**src/rtl/io_port_fifo_responder.sv**
```systemverilog
// io_port_fifo_responder: per-port show-ahead FIFOs that back the datapath's
// predicated I/O, with ready flags decoded only from registered counts.

module io_port_fifo #(
    parameter int WORD_WIDTH = 36,
    parameter int DEPTH      = 4,
    parameter int ADDR_WIDTH = 2
) (
    input  logic                  clock,
    input  logic                  reset_n,
    input  logic                  push_req,
    input  logic                  pop_req,
    input  logic [WORD_WIDTH-1:0] wdata,
    output logic [WORD_WIDTH-1:0] rdata,
    output logic                  full,
    output logic                  nonempty
);
    localparam logic [ADDR_WIDTH:0] FULL_COUNT = (ADDR_WIDTH+1)'(DEPTH);

    logic [WORD_WIDTH-1:0] mem [DEPTH];
    logic [ADDR_WIDTH-1:0] wr_ptr, rd_ptr;
    logic [ADDR_WIDTH:0]   count;
    logic                  push, pop;

    assign full     = count == FULL_COUNT;
    assign nonempty = count != '0;
    // Full is the pre-cycle value, so a pop never frees room for a same-cycle push.
    assign push     = push_req & ~full;
    assign pop      = pop_req & nonempty;
    assign rdata    = mem[rd_ptr];

    always_ff @(posedge clock or negedge reset_n) begin
        if (!reset_n) begin
            wr_ptr <= '0;
            rd_ptr <= '0;
            count  <= '0;
        end else begin
            if (push) wr_ptr <= wr_ptr + 1'b1;
            if (pop) rd_ptr <= rd_ptr + 1'b1;
            if (push != pop) count <= push ? count + 1'b1 : count - 1'b1;
        end
    end

    always_ff @(posedge clock) begin
        if (push) mem[wr_ptr] <= wdata;
    end
endmodule

module io_port_fifo_responder #(
    parameter int WORD_WIDTH = 36,
    parameter int PORT_COUNT = 4,
    parameter int DEPTH      = 4,
    parameter int ADDR_WIDTH = 2
) (
    input  logic                             clock,
    input  logic                             reset_n,
    output logic [PORT_COUNT-1:0]            read_EF,
    input  logic [PORT_COUNT-1:0]            io_rden,
    output logic [PORT_COUNT*WORD_WIDTH-1:0] io_rdata,
    output logic [PORT_COUNT-1:0]            write_EF,
    input  logic [PORT_COUNT-1:0]            io_wren,
    input  logic [PORT_COUNT*WORD_WIDTH-1:0] io_wdata,
    input  logic [PORT_COUNT-1:0]            in_valid,
    output logic [PORT_COUNT-1:0]            in_ready,
    input  logic [PORT_COUNT*WORD_WIDTH-1:0] in_data,
    output logic [PORT_COUNT-1:0]            out_valid,
    input  logic [PORT_COUNT-1:0]            out_ready,
    output logic [PORT_COUNT*WORD_WIDTH-1:0] out_data,
    output logic [PORT_COUNT-1:0]            overflow,
    output logic [PORT_COUNT-1:0]            underflow
);
    logic [PORT_COUNT-1:0] rd_full, wr_full;

    for (genvar i = 0; i < PORT_COUNT; i++) begin : g_port
        io_port_fifo #(.WORD_WIDTH(WORD_WIDTH), .DEPTH(DEPTH), .ADDR_WIDTH(ADDR_WIDTH)) u_rd (
            .clock(clock), .reset_n(reset_n),
            .push_req(in_valid[i]), .pop_req(io_rden[i]),
            .wdata(in_data[i*WORD_WIDTH +: WORD_WIDTH]),
            .rdata(io_rdata[i*WORD_WIDTH +: WORD_WIDTH]),
            .full(rd_full[i]), .nonempty(read_EF[i])
        );
        io_port_fifo #(.WORD_WIDTH(WORD_WIDTH), .DEPTH(DEPTH), .ADDR_WIDTH(ADDR_WIDTH)) u_wr (
            .clock(clock), .reset_n(reset_n),
            .push_req(io_wren[i]), .pop_req(out_ready[i]),
            .wdata(io_wdata[i*WORD_WIDTH +: WORD_WIDTH]),
            .rdata(out_data[i*WORD_WIDTH +: WORD_WIDTH]),
            .full(wr_full[i]), .nonempty(out_valid[i])
        );
    end

    assign in_ready = ~rd_full;
    assign write_EF = ~wr_full;

    // Sticky predication-bug flags; only reset clears them.
    always_ff @(posedge clock or negedge reset_n) begin
        if (!reset_n) begin
            overflow  <= '0;
            underflow <= '0;
        end else begin
            overflow  <= overflow | (io_wren & wr_full);
            underflow <= underflow | (io_rden & ~read_EF);
        end
    end
endmodule

```
**config.mk**
```make
export PLATFORM = sky130hd
export DESIGN_NAME = io_port_fifo_responder
export DESIGN_NICKNAME = d
export VERILOG_FILES = /design/src/rtl/io_port_fifo_responder.sv
export SDC_FILE = /design/constraint.sdc
export NUM_CORES = 1
export LEC_CHECK = 0
export CAP_MARGIN = 10
export CORE_MARGIN = 2
export CORE_UTILIZATION = 45
export CTS_CLUSTER_DIAMETER = 100
export DETAILED_ROUTE_END_ITERATION = 8
export DONT_BUFFER_PORTS = 1
export GPL_TIMING_DRIVEN = 0
export SLEW_MARGIN = 20
export SYNTH_ARGS = -nofsm -noshare
export SYNTH_HDL_FRONTEND = slang
export SYNTH_SLANG_ARGS = --single-unit
```
**constraint.sdc**
```tcl
create_clock -name clock -period 3.5 [get_ports clock]
set_input_delay 1.05 -clock clock [delete_from_list [all_inputs] [get_ports clock]]
set_output_delay 1.05 -clock clock [all_outputs]
set_load 0.1 [all_outputs]
```
Yosys cells after proc, flatten, opt, wreduce, memory -nomap -nowiden
Memory sizes are Yosys's and may differ from the RTL's.
Cells that the tools add are included.
- equal/unequal tests: 16
- bitwise operators: 31
- $add $sub $neg: 32
- muxes and demuxes: 24
- reduce and logical (&&, ||, !) cells: 8
- operators with widths (cell ; number):
    2-bit by 1-bit adder with 2-bit output, second input constant ; 16
    3-bit by 1-bit adder with 3-bit output, second input constant ; 8
    3-bit == test, second input constant ; 8
    3-bit 2-to-1 mux ; 8
    3-bit nonzero test ; 8
    3-bit by 1-bit subtractor with 3-bit output, second input constant ; 8
    1-bit bitwise AND ; 16
    1-bit 2-to-1 mux ; 16
    4-bit inverter ; 3
    4-bit bitwise AND ; 2
    1-bit != test ; 8
    1-bit inverter ; 8
    4-bit bitwise OR ; 2
- flip-flop bits (word level): 64
- memories kept: 8
- RAM bits: 1152
- logic and storage cells: 145
- memories (name ; depth ; width ; read ports ; clocked after memory_dff ; wr ports ; RTL line ; text):
    g_port[0].u_rd.mem ; 4 ; 36 ; 1 ; 0 ; 1 ; 20 ; logic [WORD_WIDTH-1:0] mem [DEPTH];
    g_port[0].u_wr.mem ; 4 ; 36 ; 1 ; 0 ; 1 ; 20 ;
    g_port[1].u_rd.mem ; 4 ; 36 ; 1 ; 0 ; 1 ; 20 ;
    g_port[1].u_wr.mem ; 4 ; 36 ; 1 ; 0 ; 1 ; 20 ;
    g_port[2].u_rd.mem ; 4 ; 36 ; 1 ; 0 ; 1 ; 20 ;
    g_port[2].u_wr.mem ; 4 ; 36 ; 1 ; 0 ; 1 ; 20 ;
    2 more memories ; - ; - ; - ; - ; - ; - ;

Logic depth before layout (Yosys ltp)
Gate-level depths: netlist of run 1.
- depth in word-level cells: 5
- depth in mapped cells: 8
- gate-level depth less buffers: 8

Cells and area by module
Synthesis of run 1 repeated with hierarchy kept, for this count alone.
- cell total of the unflattened synthesis: 1999
- area, all modules: 46344.4 um^2
- modules (own cells, without submodules) (module ; sequential area each (um^2) ; area each (um^2) ; cells an instance ; instances):
    io_port_fifo at g_port[1].u_wr ... ; 4499.3 ; 5753.0 ; 246 ; 5
    io_port_fifo at g_port[0].u_rd ... ; 4499.3 ; 5758.0 ; 247 ; 3
    io_port_fifo_responder ; 200.2 ; 305.3 ; 28 ; 1

Least setup slack after synthesis of run 1
OpenSTA, ideal clock, no wires.
- path type: register -> register
- start point: register g_port[2].u_wr.count[0]
- end point: register g_port[2].u_wr.count[2]
- cell stages (with the launch flop): 8
- arrival time: 2.791 ns
- data required time: 3.433 ns
- setup time: 0.067 ns
- slack: 0.642 ns
- path through: dfrtp_1 nor2_1 nand2_1 nand2_1 fa_1 or4b_1 a21oi_1 a311o_1
- longest elaborated chain between the ends: 4
- ends and longest elaborated chain (element ; RTL line ; text):
    start, declared ; 22 ; logic [ADDR_WIDTH:0] count;
    start signal, assigned ; 40 ; if (push != pop) count <= push ? count + 1'b1 : count - 1'b1;
    parallel branches: the longest is 4 deep, another holds 3-bit by 1-bit subtractor with 3-bit output ; - ;
Parallel ways; which one is timed is not known.
A chain may end at the register's enable or synchronous reset.

Worst setup path in the final report of run 1
- start point: register g_port[2].u_wr.rd_ptr[0]
- end point: output port out_data[95]
- longest elaborated chain between the ends: 1
- ends and longest elaborated chain (element ; RTL line ; text):
    start, declared ; 21 ; logic [ADDR_WIDTH-1:0] wr_ptr, rd_ptr;
    start signal, assigned ; 39 ; if (pop) rd_ptr <= rd_ptr + 1'b1;
    memory 4 x 36 bit ; - ;
    end, declared ; 68 ; output logic [PORT_COUNT*WORD_WIDTH-1:0] out_data,
No other way between the ends.

==> metrics, run 1 <==
status finished, final reports clean; CP Class flip-flop to primary output; most common cell after layout, fill and taps aside edfxtp_1; first-pass GRT wire length 138000 um; #FFs+latches synth 1216; layout cells sized above 1 28.3%; CTS Buf Count 120; CTS Sinks 1216; ANT cells 0; Vias 19673; Via-to-Cell Ratio 5.53; post-layout net count 2442; Initial Utilization 45.5%; Die X 322 um; max_cap viols 0; adder-cell share of the synthesized area 1.21%; largest net degree at the start of global routing 63; CTS tree built; max incr delay on CP 810 ps; Routability Congestion 0.768; CP cell instances buf_6 -> buf_8 -> mux4_2; Final Cycle Share 96.7%; Worst Max-Slew Pin Slew 1150 ps; Avg Inst Size Synth 23.5 um2; Seq/Total Area, Yosys 79.3%; library cells used by synthesis 45; antenna viol nets, final 0; yosys warns 0; Post-DP HPWL 65600 um; Compound-Gate Fraction of Synth Area 1.35%; commonest non-fill, non-tap cells in the layout edfxtp_1 (1152), mux4_2 (288), clkbuf_16 (121); Die Y 322 um; DRC viols 0; clk_lat worst skew 710 ps; drt wl/cell 26.9 um; Critical Path Stages 3; drt pass-1 iters 5; number of synthesized flops with an enable pin 1152; Critical Path Source Type flip-flop; setup slack after layout 114 ps; Cell Area, Synth 45600 um2; minimum hold slack 224 ps; Max Slew Vio Count 0; simple-gate portion of the synthesized area 1.54%; Fmax achieved 295 MHz; xor/xnor share of the synthesized area 0.595%; RSZ-0062 raised after global routing no; drt total wl 95700 um; CP Data Arrival Time 2340 ps; endpoint class of the critical path primary output; vias in the first global route 20846; CTS max path bufs 3; synthesis-to-layout area growth 14.0%; grt ovf 0; Filler cells 7729; dominant synthesized flop cell edfxtp_1; Worst Path Required 2450 ps; core area 100000 um2; port bufs 0; Final min period 3390 ps; Buf/Inv on CP 2; Cell Rows 116; Reg clk slew, reported paths 60 ps; critical path peak fanout 10; final setup violating endpoints 0; Crit path max-delay family multiplexers; Fin. Hold Viols 0; Synth async-reset ratio 5.26%; clock root buffer clkbuf_16; io pins 618; R2R cell count 7; die footprint 104000 um2; cell count after synthesis 1946; slew margin rel. 23.1%; Max H-tree Level 3; Hold WC Path Type input pin to async pin; Worst path slowest cell mux4_2; initial detailed-routing violation count 1319; post-synthesis mux area share 14.6%; largest family of logic cells by synthesized area multiplexers; Syn Nets 2292; clk_skew 26.2 ps; initial antenna violation count 3; Total GRT Usage 18.3%; pre-CTS setup slack 339 ps
-- area by class of cell --
type / count / area, um2 / share of cell area [%]
Buffer: 95 / 703 / 1.35
Clock buffer: 144 / 3110 / 5.98
Clock inverter: 81 / 738 / 1.42
Inverter: 30 / 113 / 0.216
Multi-Input combinational cell: 605 / 8870 / 17.1
Sequential cell: 1216 / 36200 / 69.6
Tap cell: 1357 / 1700 / 3.26
Timing Repair Buffer: 28 / 604 / 1.16
-- worst paths after layout --
kind,startpoint,endpoint,slack [ps]
hold / removal,reset_n,g_port[0].u_wr.rd_ptr[0],220
hold reg to reg,g_port[0].u_rd.wr_ptr[0],g_port[0].u_rd.wr_ptr[0],540
min in group clock,io_wdata[113],g_port[3].u_wr.mem[1][5],430
setup / recovery,g_port[2].u_wr.rd_ptr[0],out_data[95],110
max in group asynchronous,reset_n,g_port[2].u_wr.wr_ptr[0],2430
setup reg to reg,g_port[2].u_wr.count[0],g_port[2].u_wr.count[2],330
-- repair_timing --
action / CTS / global route
setup buffers: 2 / 0
setup endpoints to repair: 162 / 49
hold buffers: 2 / 0
resized for setup: 59 / 9
endpoints found under the hold margin: 62 / 0
-- per-layer routing --
layer	GRT usage [%]	part of all wire (%)
met5	0	0
met4	6.05	2.8
met3	8.60	11
met2	31.0	51
met1	20.3	35
-- Yosys cell counts, types with 2 or more instances --
cell type  count  area, um2
edfxtp_1    1152      34600
mux4_2       288       6490
dfrtp_1       64       1600
buf_2         37        185
ha_1          33        413
nand2_1       32        120
o21ai_0       32        160
xnor2_1       31        272
inv_1         30        113
and3_1        28        175
nor2_1        26       97.6
buf_4         24        180
nand3_1       20        100
clkbuf_1      19       71.3
mux2_2        15        169
a21oi_1       13       65.1
buf_1         12       45.0
a311oi_1       8       70.1
o22a_1         8       70.1
o31ai_1        8       60.1
fa_1           7        140
or3_1          7       43.8
nand2b_1       6       37.5
nor2b_1        6       37.5
a21o_1         4       30.0
a31o_2         4       35.0
and3_2         4       30.0
o21bai_1       4       30.0
o22ai_1        4       25.0
buf_6          3       33.8
a311o_1        2       20.0
o311a_1        2       20.0
-- cell families (layout without fill, tap and decap cells) --
kind of cell | Yosys count | after routing
AO/OA/AOI/OAI | 93 | 93
XOR/XNOR | 31 | 31
adder cells (fa/ha/maj) | 40 | 40
buffers and inverters | 125 | 378
flip-flops | 1216 | 1216
multiplexers | 305 | 305
AND/OR/NAND/NOR | 136 | 136
-- flip-flops by register name, summed over array words and instances, names as in the netlist, 8 cells and up --
register and flops:
g_port.u_wr.rd_ptr 8, g_port.u_rd.count 12, g_port.u_rd.wr_ptr 8, g_port.u_wr.count 12
g_port.u_wr.mem 576, g_port.u_rd.rd_ptr 8, g_port.u_rd.mem 576, g_port.u_wr.wr_ptr 8
-- metrics by stage --
step	cells	setup TNS (ps)	util (%)	area, um2
finish	3556	0	51.9	52000
global route	3556	0	51.9	52000
CTS	3556	0	51.9	52000
detailed placement	3327	0	47.8	47900
global placement	3303	-40840	47.2	47300
floorplan	1946	0	-	45600
Power of run 1 is left out: the tool's default activity adds up to more than one toggle a clock period on the data nets, which glitch-free logic cannot reach.
==> run 2: changes to the inputs <==
--- a/config.mk
+++ b/config.mk
@@ -12,6 +12,7 @@
 export DETAILED_ROUTE_END_ITERATION = 8
 export DONT_BUFFER_PORTS = 1
 export GPL_TIMING_DRIVEN = 0
+export SETUP_SLACK_MARGIN = 0.02
 export SLEW_MARGIN = 20
 export SYNTH_ARGS = -nofsm -noshare
 export SYNTH_HDL_FRONTEND = slang
==> run 2 against run 1 <==
Cell count about the same. Global-route usage about the same. Non-clock buffer count increased by 1. Critical path depth unchanged. Routed wire length increased by 0.33%. Largest cell class unchanged.
==> metrics, run 2 (synthesis gave the netlist of run 1 again) <==
Die X 322 um (unchanged); Critical Path Source Type flip-flop; commonest non-fill, non-tap cells in the layout edfxtp_1 (1152), mux4_2 (288), clkbuf_16 (121); Post-DP HPWL 65600 um (unchanged); CTS Sinks 1216 (unchanged); final setup violating endpoints 0 (unchanged); post-layout net count 2443 (+0.041%); Max H-tree Level 3 (unchanged); Vias 19669 (-0.020%); Reg clk slew, reported paths 60 ps (about the same); Initial Utilization 45.5% (unchanged); vias in the first global route 20873 (+0.13%); CTS Buf Count 120 (unchanged); clk_skew 27.9 ps (+1.67 ps); Filler cells 7725 (-0.052%); slew margin rel. 24.5% (+1.3 points); RSZ-0062 raised after global routing no; grt ovf 0 (unchanged); status finished, final reports clean; CTS max path bufs 3 (unchanged); DRC viols 0 (unchanged); Fmax achieved 296 MHz (+0.18%); drt wl/cell 27.0 um (+0.30%); endpoint class of the critical path primary output; core area 100000 um2 (unchanged); met1 Use GR 20.4% (+0.093 points); drt total wl 96000 um (+0.33%); max_cap viols 0 (unchanged); Worst Max-Slew Pin Slew 1130 ps (-20.1 ps); clk_lat worst skew 710 ps (about the same); antenna viol nets, final 0 (unchanged); CP Class flip-flop to primary output; minimum hold slack 226 ps (+1.90 ps); Hold WC Path Type input pin to async pin; CP Data Arrival Time 2330 ps (about the same); Final min period 3380 ps (-6.12 ps); ANT cells 0 (unchanged); routing usage on met2 31.1% (+0.057 points); die footprint 104000 um2 (unchanged); first-pass GRT wire length 138000 um (+0.18%); biggest regs g_port.u_rd.mem: 576 flops, g_port.u_wr.mem: 576 flops; clock root buffer clkbuf_16; critical path peak fanout 10 (unchanged); largest net degree at the start of global routing 63 (unchanged); initial antenna violation count 3 (unchanged); io pins 618 (unchanged); Via-to-Cell Ratio 5.53 (about the same); layout cells sized above 1 28.3% (+0.033 points); port bufs 0 (unchanged); Cell Rows 116 (unchanged); Fin. Hold Viols 0 (unchanged); Routability Congestion 0.768 (unchanged); Die Y 322 um (unchanged); Final Cycle Share 96.6% (-0.17 points); Total GRT Usage 18.3% (+0.046 points); synthesis-to-layout area growth 14.2%; Worst Path Required 2450 ps (about the same); busiest grt layer met2; Max Slew Vio Count 0 (unchanged); most common cell after layout, fill and taps aside edfxtp_1; drt pass-1 iters 5 (unchanged); CTS tree built; initial detailed-routing violation count 1341 (+1.7%); met3 Use GR 8.60% (unchanged)
-- run 2: routing by layer --
layer	wire length (um)	vias up
li1	-	8463
met1	33300	10438
met2	49100	631
met3	11100	137
met4	2560	0
met5	0	-
-- run 2: final cells by class --
type	count	area, um2	area share, %
clock buffer	144	3110	5.98
multi-input combinational	605	8870	17.0
sequential	1216	36200	69.5
tap	1357	1700	3.26
buffer	94	723	1.39
inverter	30	113	0.216
clock inverter	81	738	1.42
timing repair buffer	30	648	1.24
-- run 2: repair_timing --
action,4_1_cts,5_1_grt
setup buffers,3,0
setup endpoints to repair,164,77
endpoints found under the hold margin,62,0
gates cloned,1,0
hold buffers,2,0
gates resized for setup,66,10
pin swaps,0,0
-- run 2: worst paths after layout --
check	from	end	slack, ps	cells after the start
setup / recovery	g_port[2].u_wr.rd_ptr[0]	out_data[95]	120	3
hold / removal	reset_n	g_port[0].u_wr.wr_ptr[1]	230	1
setup reg to reg	g_port[2].u_wr.count[0]	g_port[2].u_wr.count[2]	330	7
hold reg to reg	g_port[0].u_rd.wr_ptr[0]	g_port[0].u_rd.wr_ptr[0]	540	1
max in group asynchronous	reset_n	g_port[2].u_wr.wr_ptr[0]	2400	1
min in group clock	in_data[24]	g_port[0].u_rd.mem[1][24]	430	0
-- run 2: metrics by stage --
| step | utilization [%] | worst slack, ps | instances | setup TNS (ps) | cell area (um2) |
|---|---|---|---|---|---|
| after floorplan | - | 642 | 1946 | 0 | 45600 |
| after detailed placement | 47.8 | 339 | 3327 | 0 | 47900 |
| after global routing | 52.0 | 19.4 | 3557 | 0 | 52100 |
| after CTS | 51.9 | 12.1 | 3558 | 0 | 52100 |
| after global placement | 47.2 | -319 | 3303 | -40840 | 47300 |
| final | 52.0 | 120 | 3557 | 0 | 52100 |
-- run 2: critical path, stage by stage (launching register included) --
cell and delay (ps):
dfrtp_1 410, buf_8 190, buf_8 190, mux4_2 810
Power of run 2 is left out for the same reason.
==> run 3: changes to the inputs <==
==> constraint.sdc (replaced) <==
create_clock -name clock -period 3.52 [get_ports clock]
set_input_delay 1.056 -clock clock [delete_from_list [all_inputs] [get_ports clock]]
set_output_delay 1.056 -clock clock [all_outputs]
set_load 0.1 [all_outputs]
==> run 3 against run 2 <==
Routed wire length increased by 0.20%. Non-clock buffer count stayed put. Global-route usage about the same. Utilization is essentially flat. Flip-flop and latch count is the same. Sequential share of layout area hardly changed. Largest cell class unchanged.
==> metrics, run 3 (synthesis gave the netlist of run 1 again) <==
most common cell after layout, fill and taps aside edfxtp_1; Worst Path Required 2460 ps (about the same); Die Y 322 um (unchanged); Filler cells 7724 (-0.013%); Area after DPL 47900 um2 (unchanged); post-layout net count 2443 (unchanged); Max Slew Vio Count 0 (unchanged); drt total wl 96200 um (+0.20%); drt pass-1 iters 6 (+1); clock root buffer clkbuf_16; minimum hold slack 192 ps (-34.3 ps); layout cells sized above 1 28.4% (+0.045 points); setup slack after layout 126 ps (+6.51 ps); drt wl/cell 27.0 um (+0.20%); Final min period 3390 ps; die footprint 104000 um2 (unchanged); port bufs 0 (unchanged); antenna viol nets, final 0 (unchanged); DRC viols 0 (unchanged); clk_skew 26.1 ps (-1.77 ps); CP Data Arrival Time 2340 ps (about the same); initial antenna violation count 3 (unchanged); Fmax achieved 295 MHz; slew margin rel. 24.7% (+0.19 points); final setup violating endpoints 0 (unchanged); core area 100000 um2 (unchanged); ANT cells 0 (unchanged); synthesis-to-layout area growth 14.1% (about the same); commonest non-fill, non-tap cells in the layout edfxtp_1 (1152), mux4_2 (288), clkbuf_16 (122); Final Instance Area 52100 um2 (about the same); Max H-tree Level 3 (unchanged); Post-DP HPWL 65600 um (unchanged); Initial Utilization 45.5% (unchanged); endpoint class of the critical path primary output; Final TNS setup 0 ps (unchanged); Die X 322 um (unchanged); biggest regs g_port.u_rd.mem: 576 flops, g_port.u_wr.mem: 576 flops; Hold WC Path Type input pin to async pin; CTS tree built; max_cap viols 0 (unchanged); first-pass GRT wire length 138000 um (about the same); Critical Path Source Type flip-flop; Routability Congestion 0.768 (unchanged); CTS Buf Count 120 (unchanged); Worst Max-Slew Pin Slew 1130 ps (-2.91 ps); Reg2Reg Setup Slack 340 ps (about the same); Reg clk slew, reported paths 60 ps (about the same); pre-CTS setup slack 353 ps (+14.0 ps); Fin. Hold Viols 0 (unchanged); initial detailed-routing violation count 1214 (-9.5%); CTS max path bufs 3 (unchanged); Cell Rows 116 (unchanged); CP Class flip-flop to primary output; Vias 19678 (+0.046%); largest net degree at the start of global routing 46 (-27%); CTS Sinks 1216 (unchanged); Total GRT Usage 18.3% (about the same); grt ovf 0 (unchanged); Final Cycle Share 96.4%; clk_lat worst skew 710 ps (about the same); RSZ-0062 raised after global routing no; Via-to-Cell Ratio 5.53 (about the same); io pins 618 (unchanged); critical path peak fanout 10 (unchanged); vias in the first global route 20868 (-0.024%); status finished, final reports clean
## run 3: layout make-up
cell class	instances	area, um2	area share (%)
flip-flops and latches	1216	36200	69.5
multi-input cells	605	8870	17.0
clock buffers	144	3110	5.98
well taps	1357	1700	3.26
clock inverters	81	738	1.42
plain buffers	95	722	1.39
repair buffers	29	639	1.23
inverters	30	113	0.216
## run 3: final timing paths
check                                         start                       end  depth (start not counted)
max reg2reg                 g_port[2].u_wr.count[0]   g_port[2].u_wr.count[2]                          7
min in group clock                    io_wdata[113]  g_port[3].u_wr.mem[1][5]                          0
min reg2reg                g_port[0].u_rd.wr_ptr[0]  g_port[0].u_rd.wr_ptr[0]                          1
max in group asynchronous                   reset_n   g_port[3].u_rd.count[1]                          1
max                        g_port[2].u_wr.rd_ptr[0]              out_data[95]                          3
min                                         reset_n  g_port[1].u_rd.rd_ptr[1]                          1
## run 3: worst max-delay path: stages (launching register included)
cell and delay, ps:
dfrtp_1 390, buf_6 210, buf_8 190, mux4_2 810
## run 3: routing by layer
metal	global-route usage [%]	share of wire, %	vias up
met3	8.61	11	139
met2	31.0	51	626
met5	0	0	-
met1	20.3	35	10447
li1	-	-	8466
met4	6.39	2.8	0
## run 3: through the flow
stage / std cells / utilization [%]
after floorplan: 1946 / -
after global placement: 3303 / 47.2
after detailed placement: 3327 / 47.8
after CTS: 3556 / 51.9
after global routing: 3557 / 51.9
final: 3557 / 51.9
## run 3: repair_timing
action                     in CTS  in global routing
gates cloned                    0                  1
setup endpoints to repair     162                 78
resized for setup              61                 11
hold buffers                    2                  0
buffers inserted                2                  0
hold endpoints to repair       45                  0
Power of run 3 is left out for the same reason.
